File: src/rtl/cmp_pkg.sv
// cmp_pkg: shared result type and merge rule for the pipelined comparator
package cmp_pkg;
  typedef struct packed {
    logic lt;
    logic eq;
    logic gt;
  } cmp_res_t;
  localparam cmp_res_t CMP_EQ = 3'b010;
  function automatic cmp_res_t merge_res(input cmp_res_t slice_res, input cmp_res_t prior_res);
    return (slice_res == CMP_EQ) ? prior_res : slice_res;
  endfunction
endpackage

File: src/rtl/cmp_slice.sv
// cmp_slice: compares one CHUNK-bit slice and merges it with the running result
// ports: a_i/b_i slice operands, invert_msb_i flips slice MSB (signed top slice),
//        prior_i incoming running result, res_o merged one-hot result
module cmp_slice
  import cmp_pkg::*;
#(
  parameter int CHUNK = 4
) (
  input  logic [CHUNK-1:0] a_i,
  input  logic [CHUNK-1:0] b_i,
  input  logic             invert_msb_i,
  input  cmp_res_t         prior_i,
  output cmp_res_t         res_o
);
  logic [CHUNK-1:0] flip;
  logic [CHUNK-1:0] a_x;
  logic [CHUNK-1:0] b_x;
  cmp_res_t         slice_res;
  // flipping the sign bit maps two's-complement order onto unsigned order
  assign flip      = CHUNK'(invert_msb_i) << (CHUNK - 1);
  assign a_x       = a_i ^ flip;
  assign b_x       = b_i ^ flip;
  assign slice_res = '{lt: a_x < b_x, eq: a_x == b_x, gt: a_x > b_x};
  assign res_o     = merge_res(slice_res, prior_i);
endmodule

File: src/rtl/cmp_pipe.sv
// cmp_pipe: pipelined magnitude comparator, one CHUNK slice per stage, LSB slice first
// ports: in_valid/in_ready/in_a/in_b/in_signed operand handshake,
//        out_valid/out_ready result handshake, out_lt/out_eq/out_gt one-hot flags,
//        out_min/out_max ordered operands (min=A, max=B when equal)
module cmp_pipe
  import cmp_pkg::*;
#(
  parameter int WIDTH = 16,
  parameter int CHUNK = 4
) (
  input  logic             clk,
  input  logic             rst_n,
  input  logic             in_valid,
  output logic             in_ready,
  input  logic [WIDTH-1:0] in_a,
  input  logic [WIDTH-1:0] in_b,
  input  logic             in_signed,
  output logic             out_valid,
  input  logic             out_ready,
  output logic             out_lt,
  output logic             out_eq,
  output logic             out_gt,
  output logic [WIDTH-1:0] out_min,
  output logic [WIDTH-1:0] out_max
);
  localparam int NCHUNK = WIDTH / CHUNK;
  localparam int LAST   = NCHUNK - 1;
  if (WIDTH % CHUNK != 0) begin : g_bad_width
    $error("cmp_pipe: WIDTH must be a multiple of CHUNK");
  end
  logic             advance;
  logic             v_q     [NCHUNK];
  logic             v_s     [NCHUNK];
  logic             sgn_q   [NCHUNK];
  logic             sgn_s   [NCHUNK];
  cmp_res_t         res_q   [NCHUNK];
  cmp_res_t         prior_s [NCHUNK];
  cmp_res_t         res_d   [NCHUNK];
  logic [WIDTH-1:0] a_q     [NCHUNK];
  logic [WIDTH-1:0] b_q     [NCHUNK];
  logic [WIDTH-1:0] a_s     [NCHUNK];
  logic [WIDTH-1:0] b_s     [NCHUNK];
  assign out_valid = v_q[LAST];
  // the whole pipe moves in lockstep, so bubbles are carried rather than squeezed out
  assign advance   = out_ready | ~out_valid;
  assign in_ready  = advance;
  genvar k;
  for (k = 0; k < NCHUNK; k++) begin : g_stage
    if (k == 0) begin : g_head
      assign v_s[k]     = in_valid;
      assign sgn_s[k]   = in_signed;
      assign prior_s[k] = CMP_EQ;
      assign a_s[k]     = in_a;
      assign b_s[k]     = in_b;
    end else begin : g_body
      assign v_s[k]     = v_q[k-1];
      assign sgn_s[k]   = sgn_q[k-1];
      assign prior_s[k] = res_q[k-1];
      assign a_s[k]     = a_q[k-1];
      assign b_s[k]     = b_q[k-1];
    end
    cmp_slice #(.CHUNK(CHUNK)) u_slice (
      .a_i          (a_s[k][k*CHUNK +: CHUNK]),
      .b_i          (b_s[k][k*CHUNK +: CHUNK]),
      .invert_msb_i (k == LAST ? sgn_s[k] : 1'b0),
      .prior_i      (prior_s[k]),
      .res_o        (res_d[k])
    );
  end
  always_ff @(posedge clk or negedge rst_n) begin
    if (!rst_n) begin
      for (int i = 0; i < NCHUNK; i++) begin
        v_q[i]   <= 1'b0;
        sgn_q[i] <= 1'b0;
        res_q[i] <= '0;
        a_q[i]   <= '0;
        b_q[i]   <= '0;
      end
    end else if (advance) begin
      for (int i = 0; i < NCHUNK; i++) begin
        v_q[i]   <= v_s[i];
        sgn_q[i] <= sgn_s[i];
        res_q[i] <= res_d[i];
        a_q[i]   <= a_s[i];
        b_q[i]   <= b_s[i];
      end
    end
  end
  assign out_lt  = res_q[LAST].lt;
  assign out_eq  = res_q[LAST].eq;
  assign out_gt  = res_q[LAST].gt;
  assign out_min = res_q[LAST].gt ? b_q[LAST] : a_q[LAST];
  assign out_max = res_q[LAST].gt ? a_q[LAST] : b_q[LAST];
endmodule
File: config.mk
export PLATFORM = sky130hd
export DESIGN_NAME = cmp_pipe
export DESIGN_NICKNAME = d
export VERILOG_FILES = /design/src/rtl/cmp_pkg.sv /design/src/rtl/cmp_slice.sv /design/src/rtl/cmp_pipe.sv
export SDC_FILE = /design/constraint.sdc
export NUM_CORES = 1
export LEC_CHECK = 0
export BUFFER_PORTS_ARGS = -buffer_cell sky130_fd_sc_hd__buf_2
export CAP_MARGIN = 5
export CORE_AREA = 2 2 160 162
export CTS_CLUSTER_DIAMETER = 40
export CTS_CLUSTER_SIZE = 28
export DETAILED_ROUTE_END_ITERATION = 8
export DIE_AREA = 0 0 162 164
export PLACE_DENSITY = 0.41
export RECOVER_POWER = 100
export SLEW_MARGIN = 20
export SYNTH_ARGS = -nofsm -noshare
export SYNTH_HDL_FRONTEND = slang
export SYNTH_HIERARCHICAL = 1
export SYNTH_SLANG_ARGS = --single-unit
File: constraint.sdc
create_clock -name clk -period 3.35 [get_ports clk]
set_input_delay 0.5025 -clock clk [delete_from_list [all_inputs] [get_ports clk]]
set_output_delay 0.5025 -clock clk [all_outputs]
set_load 0.03 [all_outputs]
Yosys cells after proc, flatten, opt, wreduce, memory -nomap -nowiden
Cells that the tools add are included.
{ "op_classes": {"n_lt_le_gt_ge": 8, "n_eq_ne": 8, "muxes": 6, "bitwise_logic": 4} }
{ "ops": {"columns": ["op", "count"], "rows": [
  ["16-bit two-way mux", 2],
  ["4-bit equality test", 4],
  ["4-bit > comparator", 4],
  ["4-bit < comparator", 4],
  ["3-bit by 2-bit equality test with 1-bit output (second input constant)", 4],
  ["3-bit two-way mux", 4],
  ["4-bit XOR", 2],
  ["1-bit inverter", 1],
  ["1-bit OR", 1]
]} }
{ "totals": {"register_bits": 147, "inputBits": 37, "out_inout_bits": 37} }

Depth between registers and ports, before layout
Gate-level depths: netlist of the first run.
{ "logic_depth": {"word_depth": 4, "ltp_mapped": 6} }

Cells and area by module
The synthesis of the first run kept the hierarchy.
{ "by_module_without_submodules": {"columns": ["module", "n_inst", "cells_each", "area_per_inst_um2", "seq_area_each_um2"], "rows": [
  ["cmp_pipe", 1, 349, 6273.5, 3678.5],
  ["cmp_slice", 4, 21, 146.4, 0.0]
]} }

Least setup slack after synthesis of the first run
Ideal clock, no wire load.
{ "synth_timing": {"path_type": "reg-to-output", "from": "register res_q, in the netlist out_gt", "to": "output out_max[0]", "arrival_time_ns": 1.338, "t_required_ns": 2.847, "path_slack_ns": 1.509, "path_stages_with_launch": 4, "n_path_buf": 2, "cell_sequence": "dfrtp_1 -> buf_2 -> buf_2 -> mux2_2"} }
{ "synth_via": {"elab_chain_len": 1} }
{ "synth_rtl": {"columns": ["item", "line_no", "source"], "rows": [
  ["from (decl)", "cmp_pipe.sv:36", "cmp_res_t res_q [NCHUNK];"],
  ["from (signal, indexed assignment)", "cmp_pipe.sv:83", "res_q[i] <= res_d[i];"],
  ["16-bit two-way mux", "cmp_pipe.sv:93", "assign out_max = res_q[LAST].gt ? a_q[LAST] : b_q[LAST];"],
  ["to (decl)", "cmp_pipe.sv:24", "output logic [WIDTH-1:0] out_max"]
]} }
Every way passes these cells.

Worst setup path in the final report of the first run
{ "layout_timing": {"from": "register res_q, in the netlist out_gt", "to": "output out_min[13]"} }
{ "layout_via": {"elab_chain_len": 1} }
{ "layout_rtl": {"columns": ["item", "line_no", "source"], "rows": [
  ["16-bit two-way mux", "cmp_pipe.sv:92", "assign out_min = res_q[LAST].gt ? b_q[LAST] : a_q[LAST];"],
  ["to (decl)", "cmp_pipe.sv:23", "output logic [WIDTH-1:0] out_min,"]
]} }
Every way passes these cells.

==> summary.md, run 1 <==
| Metric | Value |
|---|---|
| Num Clock Sinks | `147` |
| Sum of routed wire length over all layers | `12,700 um` |
| Outcome | `finished with violations` |
| Met3 capacity usage during global routing | `2.20%` |
| Headroom to the max-slew limit | `-48.2%` |
| Ratio of routed vias to standard cells | `4.18` |
| Post-CTS Hold Fix Bufs | `0` |
| Final Critical Period | `2.74 ns` |
| Fraction of met1 tracks used by global routing | `14.3%` |
| Final Util | `30.9%` |
| Post-synth cell types | `21` |
| Final estimated routing congestion in global placement | `0.653` |
| Most frequent CP cell | `clkbuf_1` |
| Row count | `58` |
| Gate family responsible for the most delay along the worst path | `buffers and inverters` |
| Clock buffers created by TritonCTS | `17` |
| Count of final hold-check violations | `0` |
| Count of maximum capacitance violations | `1` |
| Area growth from synthesis to layout | `11.8%` |
| Via count | `3,606` |
| Synthesized flop and latch total | `147` |
| Number of cells on the worst reg-to-reg path | `3` |
| Tightest Pin Transition | `2.22 ns` |
| Static power due to leakage | `3.32 nW` |
| First-pass GRT wire length | `21,500 um` |
| Share of the cycle needed by the critical path after routing | `81.7%` |
| Worst Path Buf+Inv | `2` |
| Router iterations before antenna repair | `4` |
| Antenna violations before repair | `0` |
| Share of the synthesized area in the top cell type | `53.6%` |
| Class of the tightest hold or removal check | `input port to flop` |
| Failing checks | `max-capacitance violations, max-slew violations` |
| Buffer type at the clock tree root | `clkbuf_16` |
| Unrepaired setup endpoints after global routing | `false` |
| Clock transition at path regs | `0.06 ns` |
| Count of instances resized after the clock tree is built | `0` |
| Peak per-stage delay on the critical path | `0.65 ns` |
| Max-slew violation total from the final report | `86` |
| Critical Path Stages | `3` |
| Half-perimeter wire length after detailed placement | `8480 um` |
| Number of synthesis warnings | `6` |
| Syn avg cell area | `15.8 um^2` |
| Starting Density | `27.6%` |
| Library cell occupying the most area in the post-synthesis netlist | `dfrtp_1` |
| Final layout net count | `573` |
| Max VDD drop | `0.000331 V` |
| Number of cells on the worst hold path | `2` |
| Via count of the first global-routing pass | `3,886` |
| Bufs on Longest Clock Path | `2` |
| Arrival time of the worst setup path | `2.23 ns` |
| PwrDens | `1030 nW/um^2` |
| Number of routed nets with antenna violations | `0` |
| Critical path class | `flop to primary output` |
| Fraction of the yosys area taken by sequential cells | `53.6%` |
| Peak-usage layer in the global routing report | `met2` |
| Cell count after placement | `831` |
| Clock Latency Late Sink | `0.42 ns` |
| Synth Cell Area | `6860 um^2` |
| Total global routing track utilization | `10.3%` |
| Crit Path Max Fanout | `11` |
| Synth area leaders | `dfrtp_1 54%, mux2_4 22%, mux2_2 12%` |
| Worst clock skew | `0.00950 ns` |
| Core outline area | `24,800 um^2` |
| Proportion of layout cells with a drive suffix above 1 | `29.3%` |
| Maximum operating frequency | `365 MHz` |
| Worst EP required | `2.85 ns` |
| Violation count after the first detailed-route iteration | `134` |
| Worst hold slack across all endpoints | `0.291 ns` |
| Die ar. | `26,600 um^2` |
| Clock tree from TritonCTS | `done` |
| Post-CTS Repair Setup Buffers | `0` |
| Maximum number of pins on one net before global-route repair | `86` |
| Y dimension of the die | `164 um` |
| Post-Syn Instances | `433` |
| Ant. Diodes | `0` |
| Met2 Use GR | `15.6%` |
| Critical path endpoint category | `primary output` |
| Global route total overflow | `0` |
| Top-level I/O count | `74` |
| Crit path max-delay cell type | `dfrtp_1` |
| Per-cell routed wire length | `14.7 um` |
| Critical path, cell by cell | `clkbuf_1 -> mux2_2 -> clkbuf_1` |
| IO Port Bufs | `73` |
| DP Area | `7570 um^2` |
| Sum Neg Setup Slack | `0 ns` |
| # setup viols final | `0` |
| Crit path launch type | `flop` |
| Final instance area | `7670 um^2` |
| Number of standard cells in the layout, taps in and fillers out | `863` |
| H-tree levels | `4` |
| # DRC | `0` |
| Die X-Extent | `162 um` |
## metrics by stage
step	power, mW	worst slack [ns]
floorplan	6.03	1.51
global placement	6.78	1.35
detailed placement	6.85	1.29
CTS	8.78	0.837
global route	8.48	0.410
finish	7.90	0.614
## layout by cell type, fill, tap and decap left out
| cell type | count |
|---|---|
| inv_1 | 20 |
| clkinv_4 | 2 |
| xor2_1 | 4 |
| mux2_2 | 74 |
| clkbuf_2 | 7 |
| inv_6 | 2 |
| nand2b_1 | 5 |
| clkinv_2 | 3 |
| mux2_1 | 101 |
| a21o_1 | 4 |
| xnor2_1 | 4 |
| mux2_4 | 3 |
| clkinvlp_4 | 3 |
| o2bb2ai_1 | 4 |
| clkbuf_16 | 17 |
| bufinv_16 | 2 |
| a21oi_2 | 2 |
| nor2_1 | 8 |
| dfrtp_1 | 147 |
| clkbuf_1 | 37 |
| buf_2 | 40 |
| conb_1 | 9 |
| a21oi_1 | 6 |
| ha_1 | 16 |
| nand2b_4 | 1 |
| nand4_1 | 4 |
| nand2_1 | 4 |
| a31oi_1 | 4 |
## layout make-up
type	count	area, um^2
flip-flops and latches	147	3680
fillers	2600	17100
clock inverters	12	133
well taps	330	413
multi-input cells	253	2570
inverters	20	75.1
clock buffers	20	437
repair buffers	81	363
## cell usage after synthesis
cell       count
dfrtp_1      147
mux2_4       100
mux2_2        76
inv_1         20
ha_1          16
buf_6         14
nor2_1         8
buf_2          6
nand2b_1       5
a21o_1         4
a21oi_1        4
a21oi_2        4
a31oi_1        4
nand2_1        4
nand4_1        4
o2bb2ai_1      4
xnor2_1        4
xor2_1         4
conb_1         2
mux2_1         2
nand2b_4       1
## registers in the layout, summed over array words and instances (netlist names)
register	flops
out_lt	1
prior_s	9
out_gt	1
v_q	3
out_eq	1
a_q	64
out_valid	1
sgn_q	3
b_q	64
## metal layers
metal	wire length, um	part of all wire, %
met1	6160	48
met2	5900	46
met3	424	3.3
met4	235	1.8
met5	0	0
## cell families after synthesis
family	Yosys count	synth area share (%)
AO/OA/AOI/OAI	20	2.12
XOR/XNOR	8	1.02
adder cells (fa/ha/maj)	16	2.92
buffers and inverters	40	3.83
flip-flops	147	53.6
multiplexers	178	34.7
other	2	0.109
AND/OR/NAND/NOR	22	1.68
## worst reg2reg max path: stages, from the launching register on
cell	delay, ns
dfrtp_1	0.40
nand2b_4	0.37
clkbuf_2	1.05
mux2_2	0.45
## report_power, final
| group | leakage, nW | switching, mW | total [mW] | internal [mW] |
|---|---|---|---|---|
| combinational | 1.33 | 1.67 | 2.98 | 1.31 |
| sequential | 1.72 | 0.511 | 3.06 | 2.55 |
| clock | 0.271 | 0.764 | 1.86 | 1.10 |
## path summary, 6_finish.rpt
path / startpoint / slack (ns) / to
setup / recovery: out_gt / 0.61 / out_min[13]
hold / removal: in_b[13] / 0.29 / b_q[61]
setup reg to reg: out_valid / 0.97 / prior_s[8]
hold reg to reg: v_q[1] / 0.45 / out_valid
max in group asynchronous: rst_n / 0.98 / b_q[6]
min in group asynchronous: rst_n / 0.74 / a_q[61]
No activity file was read; power rests on OpenSTA's default activity.
==> run 2, diff against run 1 <==
==> constraint.sdc (replaced) <==
create_clock -name clk -period 2.8 [get_ports clk]
set_input_delay 0.42 -clock clk [delete_from_list [all_inputs] [get_ports clk]]
set_output_delay 0.42 -clock clk [all_outputs]
set_load 0.03 [all_outputs]
==> summary.md, run 2 (synthesis results as in run 1) <==
| Metric | Value |
|---|---|
| Outcome | `finished with violations` |
| Failing checks | `max-capacitance violations, max-slew violations` |
| Clock tree from TritonCTS | `done` |
| Sum Neg Setup Slack | `0 ns (unchanged)` |
| FF+latch area | `3680 um^2 (unchanged)` |
| PwrDens | `1230 nW/um^2 (+20%)` |
| Final Critical Period | `2.45 ns` |
| Core outline area | `24,800 um^2 (unchanged)` |
| Count of final hold-check violations | `0 (unchanged)` |
| Count of maximum capacitance violations | `1 (unchanged)` |
| Commonest cells after routing, fill and taps aside | `147 x dfrtp_1, 98 x mux2_1, 75 x mux2_2, 39 x buf_2, 35 x clkbuf_1` |
| Bufs on Longest Clock Path | `2 (unchanged)` |
| Worst setup path startpoint | `out_gt` |
| RR Endpoint | `a_q[48]` |
| Worst Path Buf+Inv | `2 (unchanged)` |
| Via count | `3,508 (-2.7%)` |
| Area growth from synthesis to layout | `12.2%` |
| Buffer type at the clock tree root | `clkbuf_16` |
| Sum of routed wire length over all layers | `12,300 um (-3.0%)` |
| Critical path, cell by cell | `clkbuf_2 -> mux2_2 -> clkbuf_1` |
| # DRC | `0 (unchanged)` |
| Die ar. | `26,600 um^2 (unchanged)` |
| Endpoint of the worst hold-timing path | `b_q[60]` |
| Y dimension of the die | `164 um (unchanged)` |
| Row count | `58 (unchanged)` |
| Violation count after the first detailed-route iteration | `132 (-1.5%)` |
| Die X-Extent | `162 um (unchanged)` |
| Post-CTS Repair Setup Buffers | `0 (unchanged)` |
| Crit Path Max Fanout | `11 (unchanged)` |
| Proportion of layout cells with a drive suffix above 1 | `30.1% (+0.81 points)` |
| Total met3 wirelength after detailed routing | `368 um (-13%)` |
| Hold wc startpoint | `in_b[12]` |
| Router iterations before antenna repair | `4 (unchanged)` |
| Maximum operating frequency | `408 MHz` |
| Max VDD drop | `0.000437 V (+32%)` |
| Ratio of routed vias to standard cells | `4.07 (-2.6%)` |
| Multi-input gate area | `2580 um^2 (+0.15%)` |
| Number of routed nets with antenna violations | `0 (unchanged)` |
| Half-perimeter wire length after detailed placement | `8250 um (-2.7%)` |
| Class of the tightest hold or removal check | `input port to flop` |
| Clock transition at path regs | `0.07 ns (about the same)` |
| Antenna violations before repair | `0 (unchanged)` |
| Slack of the worst reg-to-reg path | `0.50 ns (-0.47 ns)` |
| Final Util | `31.0% (+0.11 points)` |
| Crit path launch type | `flop` |
| Top-level I/O count | `74 (unchanged)` |
| Amount of wire on met2 after detailed routing | `5650 um (-4.3%)` |
| IO Port Bufs | `73 (unchanged)` |
| Uppermost layer routed | `met4` |
| Critical path endpoint category | `primary output` |
| Worst EP required | `2.38 ns (-0.47 ns)` |
| Worst hold slack across all endpoints | `0.217 ns (-0.0743 ns)` |
| DP Area | `7580 um^2 (+0.23%)` |
| Headroom to the max-slew limit | `-5.52% (+43 points)` |
| Per-cell routed wire length | `14.3 um (-2.9%)` |
| Starting Density | `27.6% (unchanged)` |
| Unrepaired setup endpoints after global routing | `false` |
| Worst clock skew | `0.00967 ns (+0.000175 ns)` |
| Number of cells on the worst reg-to-reg path | `3 (unchanged)` |
| Count of instances resized after the clock tree is built | `0 (unchanged)` |
| Final estimated routing congestion in global placement | `0.677 (+3.6%)` |
| Critical path class | `flop to primary output` |
| H-tree levels | `4 (unchanged)` |
| Gate family responsible for the most delay along the worst path | `flip-flops` |
| Post-CTS Hold Fix Bufs | `0 (unchanged)` |
| Share of the cycle needed by the critical path after routing | `87.6%` |
| Number of cells on the worst hold path | `2 (unchanged)` |
| First-pass GRT wire length | `20,700 um (-3.7%)` |
| Peak per-stage delay on the critical path | `0.67 ns (+0.02 ns)` |
| Crit path max-delay cell type | `dfrtp_1` |
| Final layout net count | `572 (-0.17%)` |
| Static power due to leakage | `3.33 nW (+0.45%)` |
| Clock buffers created by TritonCTS | `17 (unchanged)` |
| Most common cell after layout, fill and taps aside | `dfrtp_1` |
| Global route total overflow | `0 (unchanged)` |
| Maximum number of pins on one net before global-route repair | `65 (-24%)` |
| Num Clock Sinks | `147 (unchanged)` |
| Arrival time of the worst setup path | `2.03 ns (-0.20 ns)` |
| Met1 routed wirelength after detailed routing | `6150 um (-0.28%)` |
| Clock Latency Late Sink | `0.42 ns (about the same)` |
| Fill cell count | `2,595 (-0.19%)` |
| Critical register-to-register path startpoint | `out_valid` |
| Ant. Diodes | `0 (unchanged)` |
| Max-slew violation total from the final report | `65 (-24%)` |
| Tightest Pin Transition | `1.58 ns (-0.640 ns)` |
| Via count of the first global-routing pass | `3,774 (-2.9%)` |
| # setup viols final | `0 (unchanged)` |
| Total global routing track utilization | `10.0% (-0.35 points)` |
| Final instance area | `7700 um^2 (+0.34%)` |
## run 2: changes by cell type in the layout (fill, tap and decap cells not counted), moves of 2 or more
cell / before / now
clkbuf_1: 37 / 35
clkbuf_2: 7 / 4
clkbuf_4: 0 / 2
inv_6: 2 / 4
mux2_1: 101 / 98
mux2_4: 3 / 5
## run 2: layer usage
layer / global-route usage [%] / vias up
li1: - / 1686
met1: 13.8 / 1758
met2: 15.2 / 51
met3: 2.50 / 13
met4: 3.50 / 0
met5: 0 / -
## run 2: worst max path at each step
stage / end / depth (start not counted)
5_1_grt: out_min[2] / 3
6_report: out_min[2] / 3
4_1_cts: out_min[7] / 3
3_5_place_dp: out_min[7] / 3
3_3_place_gp: out_max[9] / 3
2_1_floorplan: out_max[0] / 3
## run 2: layout make-up
type | count | share of cell area [%]
well taps | 330 | 5.36
clock inverters | 13 | 1.90
multi-input cells | 253 | 33.5
clock buffers | 19 | 5.75
inverters | 20 | 0.975
repair buffers | 80 | 4.75
flip-flops and latches | 147 | 47.8
## run 2: stage by stage
step	power (mW)	instances	worst slack (ns)
after floorplan	7.21	440	1.04
after detailed placement	8.20	830	0.804
after global placement	8.11	830	0.863
final	9.49	862	0.348
after global routing	10.2	862	0.177
after CTS	10.6	862	0.344
## run 2: report_power, final
part	leakage [nW]	switching [mW]	total, mW	internal (mW)
sequential	1.72	0.608	3.65	3.05
combinational	1.33	1.97	3.56	1.58
clock	0.285	0.930	2.28	1.35
total	3.33	3.51	9.49	5.98
==> run 3, diff against run 2 <==
--- a/config.mk
+++ b/config.mk
@@ -5,6 +5,7 @@
 export SDC_FILE = /design/constraint.sdc
 export NUM_CORES = 1
 export LEC_CHECK = 0
+export ABC_CLOCK_PERIOD_IN_PS = 2800
 export BUFFER_PORTS_ARGS = -buffer_cell sky130_fd_sc_hd__buf_2
 export CAP_MARGIN = 5
 export CORE_AREA = 2 2 160 162
@@ -12,7 +13,6 @@
 export CTS_CLUSTER_SIZE = 28
 export DETAILED_ROUTE_END_ITERATION = 8
 export DIE_AREA = 0 0 162 164
-export PLACE_DENSITY = 0.41
 export RECOVER_POWER = 100
 export SLEW_MARGIN = 20
 export SYNTH_ARGS = -nofsm -noshare
==> summary.md, run 3 (synthesis results as in run 1) <==
| Metric | Value |
|---|---|
| Outcome | `finished with violations` |
| Failing checks | `max-capacitance violations, max-slew violations` |
| Clock buffers created by TritonCTS | `17 (unchanged)` |
| Tightest Pin Transition | `1.50 ns (-0.0800 ns)` |
| Num Clock Sinks | `147 (unchanged)` |
| Die X-Extent | `162 um (unchanged)` |
| Die ar. | `26,600 um^2 (unchanged)` |
| Global route total overflow | `0 (unchanged)` |
| Proportion of layout cells with a drive suffix above 1 | `30.0% (-0.056 points)` |
| Maximum number of pins on one net before global-route repair | `60 (-7.7%)` |
| Commonest cells after routing, fill and taps aside | `147 x dfrtp_1, 99 x mux2_1, 76 x mux2_2, 37 x buf_2, 35 x clkbuf_1` |
| Share of the cycle needed by the critical path after routing | `81.1% (-6.5 points)` |
| Most common cell after layout, fill and taps aside | `dfrtp_1` |
| Clock Latency Late Sink | `0.42 ns (about the same)` |
| Maximum operating frequency | `440 MHz (+8.0%)` |
| Overall Power | `9.61 mW (+1.3%)` |
| Total global routing track utilization | `9.87% (-0.13 points)` |
| Router iterations before antenna repair | `4 (unchanged)` |
| Per-cell routed wire length | `14.0 um (-2.0%)` |
| Headroom to the max-slew limit | `-0.185% (+5.3 points)` |
| Clock transition at path regs | `0.06 ns (about the same)` |
| Critical path class | `flop to primary output` |
| Final layout net count | `573 (+0.17%)` |
| Antenna violations before repair | `1 (+1)` |
| Crit Path Max Fanout | `20 (+9)` |
| Y dimension of the die | `164 um (unchanged)` |
| Area growth from synthesis to layout | `13.6%` |
| Bufs on Longest Clock Path | `2 (unchanged)` |
| IO Port Bufs | `73 (unchanged)` |
| Violation count after the first detailed-route iteration | `165 (+25%)` |
| DP Area | `7580 um^2 (unchanged)` |
| Half-perimeter wire length after detailed placement | `8450 um (+2.5%)` |
| Core outline area | `24,800 um^2 (unchanged)` |
| Ant. Diodes | `0 (unchanged)` |
| Unrepaired setup endpoints after global routing | `false` |
| H-tree levels | `4 (unchanged)` |
| # setup viols final | `0 (unchanged)` |
| Top-level I/O count | `74 (unchanged)` |
| Count of final hold-check violations | `0 (unchanged)` |
| Number of routed nets with antenna violations | `0 (unchanged)` |
| Sum Neg Setup Slack | `0 ns (unchanged)` |
| Slack of the worst reg-to-reg path | `0.97 ns (+0.47 ns)` |
| First-pass GRT wire length | `20,500 um (-0.83%)` |
| Crit path launch type | `flop` |
| Final instance area | `7790 um^2 (+1.2%)` |
| Critical path endpoint category | `primary output` |
| Row count | `58 (unchanged)` |
| Max-slew violation total from the final report | `43 (-34%)` |
| Via count of the first global-routing pass | `3,803 (+0.77%)` |
| Worst EP required | `2.38 ns (about the same)` |
| Class of the tightest hold or removal check | `input port to flop` |
| Ratio of routed vias to standard cells | `4.14 (+1.8%)` |
| Count of maximum capacitance violations | `1 (unchanged)` |
| Final Critical Period | `2.27 ns (-0.181 ns)` |
| Starting Density | `27.6% (unchanged)` |
| Worst clock skew | `0.00602 ns (-0.00365 ns)` |
| Arrival time of the worst setup path | `1.85 ns (-0.18 ns)` |
| Worst slack at placement | `1.06 ns (+0.253 ns)` |
| Via count | `3,575 (+1.9%)` |
| Buffer type at the clock tree root | `clkbuf_16` |
| # DRC | `0 (unchanged)` |
| Final estimated routing congestion in global placement | `0.771 (+14%)` |
| Max VDD drop | `0.000389 V (-11%)` |
| Clock tree from TritonCTS | `done` |
| Static power due to leakage | `3.36 nW (+0.88%)` |
| Minimum setup slack in the final design | `0.529 ns (+0.181 ns)` |
| Sum of routed wire length over all layers | `12,100 um (-1.9%)` |
| PwrDens | `1230 nW/um^2 (about the same)` |
==> run 3: what timing repair did <==
| action | CTS | global route |
|---|---|---|
| resized for setup | 0 | 0 |
| buffers inserted | 0 | 0 |
| endpoints found under the hold margin | 57 | 0 |
| hold buffers | 1 | 0 |
==> run 3: layer usage <==
metal,global-route usage (%),share of wire (%),up-vias
li1,-,-,1693
met1,13.3,48,1815
met2,14.8,46,52
met3,2.95,3.6,15
met4,4.06,1.6,0
met5,0,0,-
==> run 3: worst paths after layout <==
path                       startpoint     endpoint  cells after the start
setup / recovery               out_gt  out_max[13]                      3
hold / removal                in_b[8]      b_q[56]                      2
max in group asynchronous       rst_n      a_q[11]                      3
min in group asynchronous       rst_n      b_q[60]                      2
hold reg to reg                v_q[1]    out_valid                      1
setup reg to reg            out_valid      a_q[35]                      3
==> run 3: worst max-delay path, cell delays in order, from the launching register on <==
cell      delay, ns
dfrtp_1        0.34
clkbuf_2       0.47
mux2_2         0.41
clkbuf_1       0.22
==> run 3: layout make-up <==
class | count | area [um^2]
clock buffers | 20 | 467
clock inverters | 12 | 154
fillers | 2578 | 17000
inverters | 20 | 75.1
multi-input cells | 253 | 2570
flip-flops and latches | 147 | 3680
well taps | 330 | 413
repair buffers | 81 | 432
==> run 3: power by group <==
part	switching, mW	internal (mW)	total [mW]
registers	0.570	3.05	3.62
clock network	0.899	1.47	2.37
logic	2.02	1.61	3.62
total	3.49	6.13	9.61
==> run 3: through the flow <==
stage / hold WS, ns / util, % / std cells
final: 0.216 / 31.4 / 863
after global routing: 0.212 / 31.4 / 863
after CTS: 0.203 / 33.1 / 863
after detailed placement: 0.430 / 30.6 / 830
after global placement: 0.420 / 30.6 / 830
after floorplan: 0.124 / - / 440
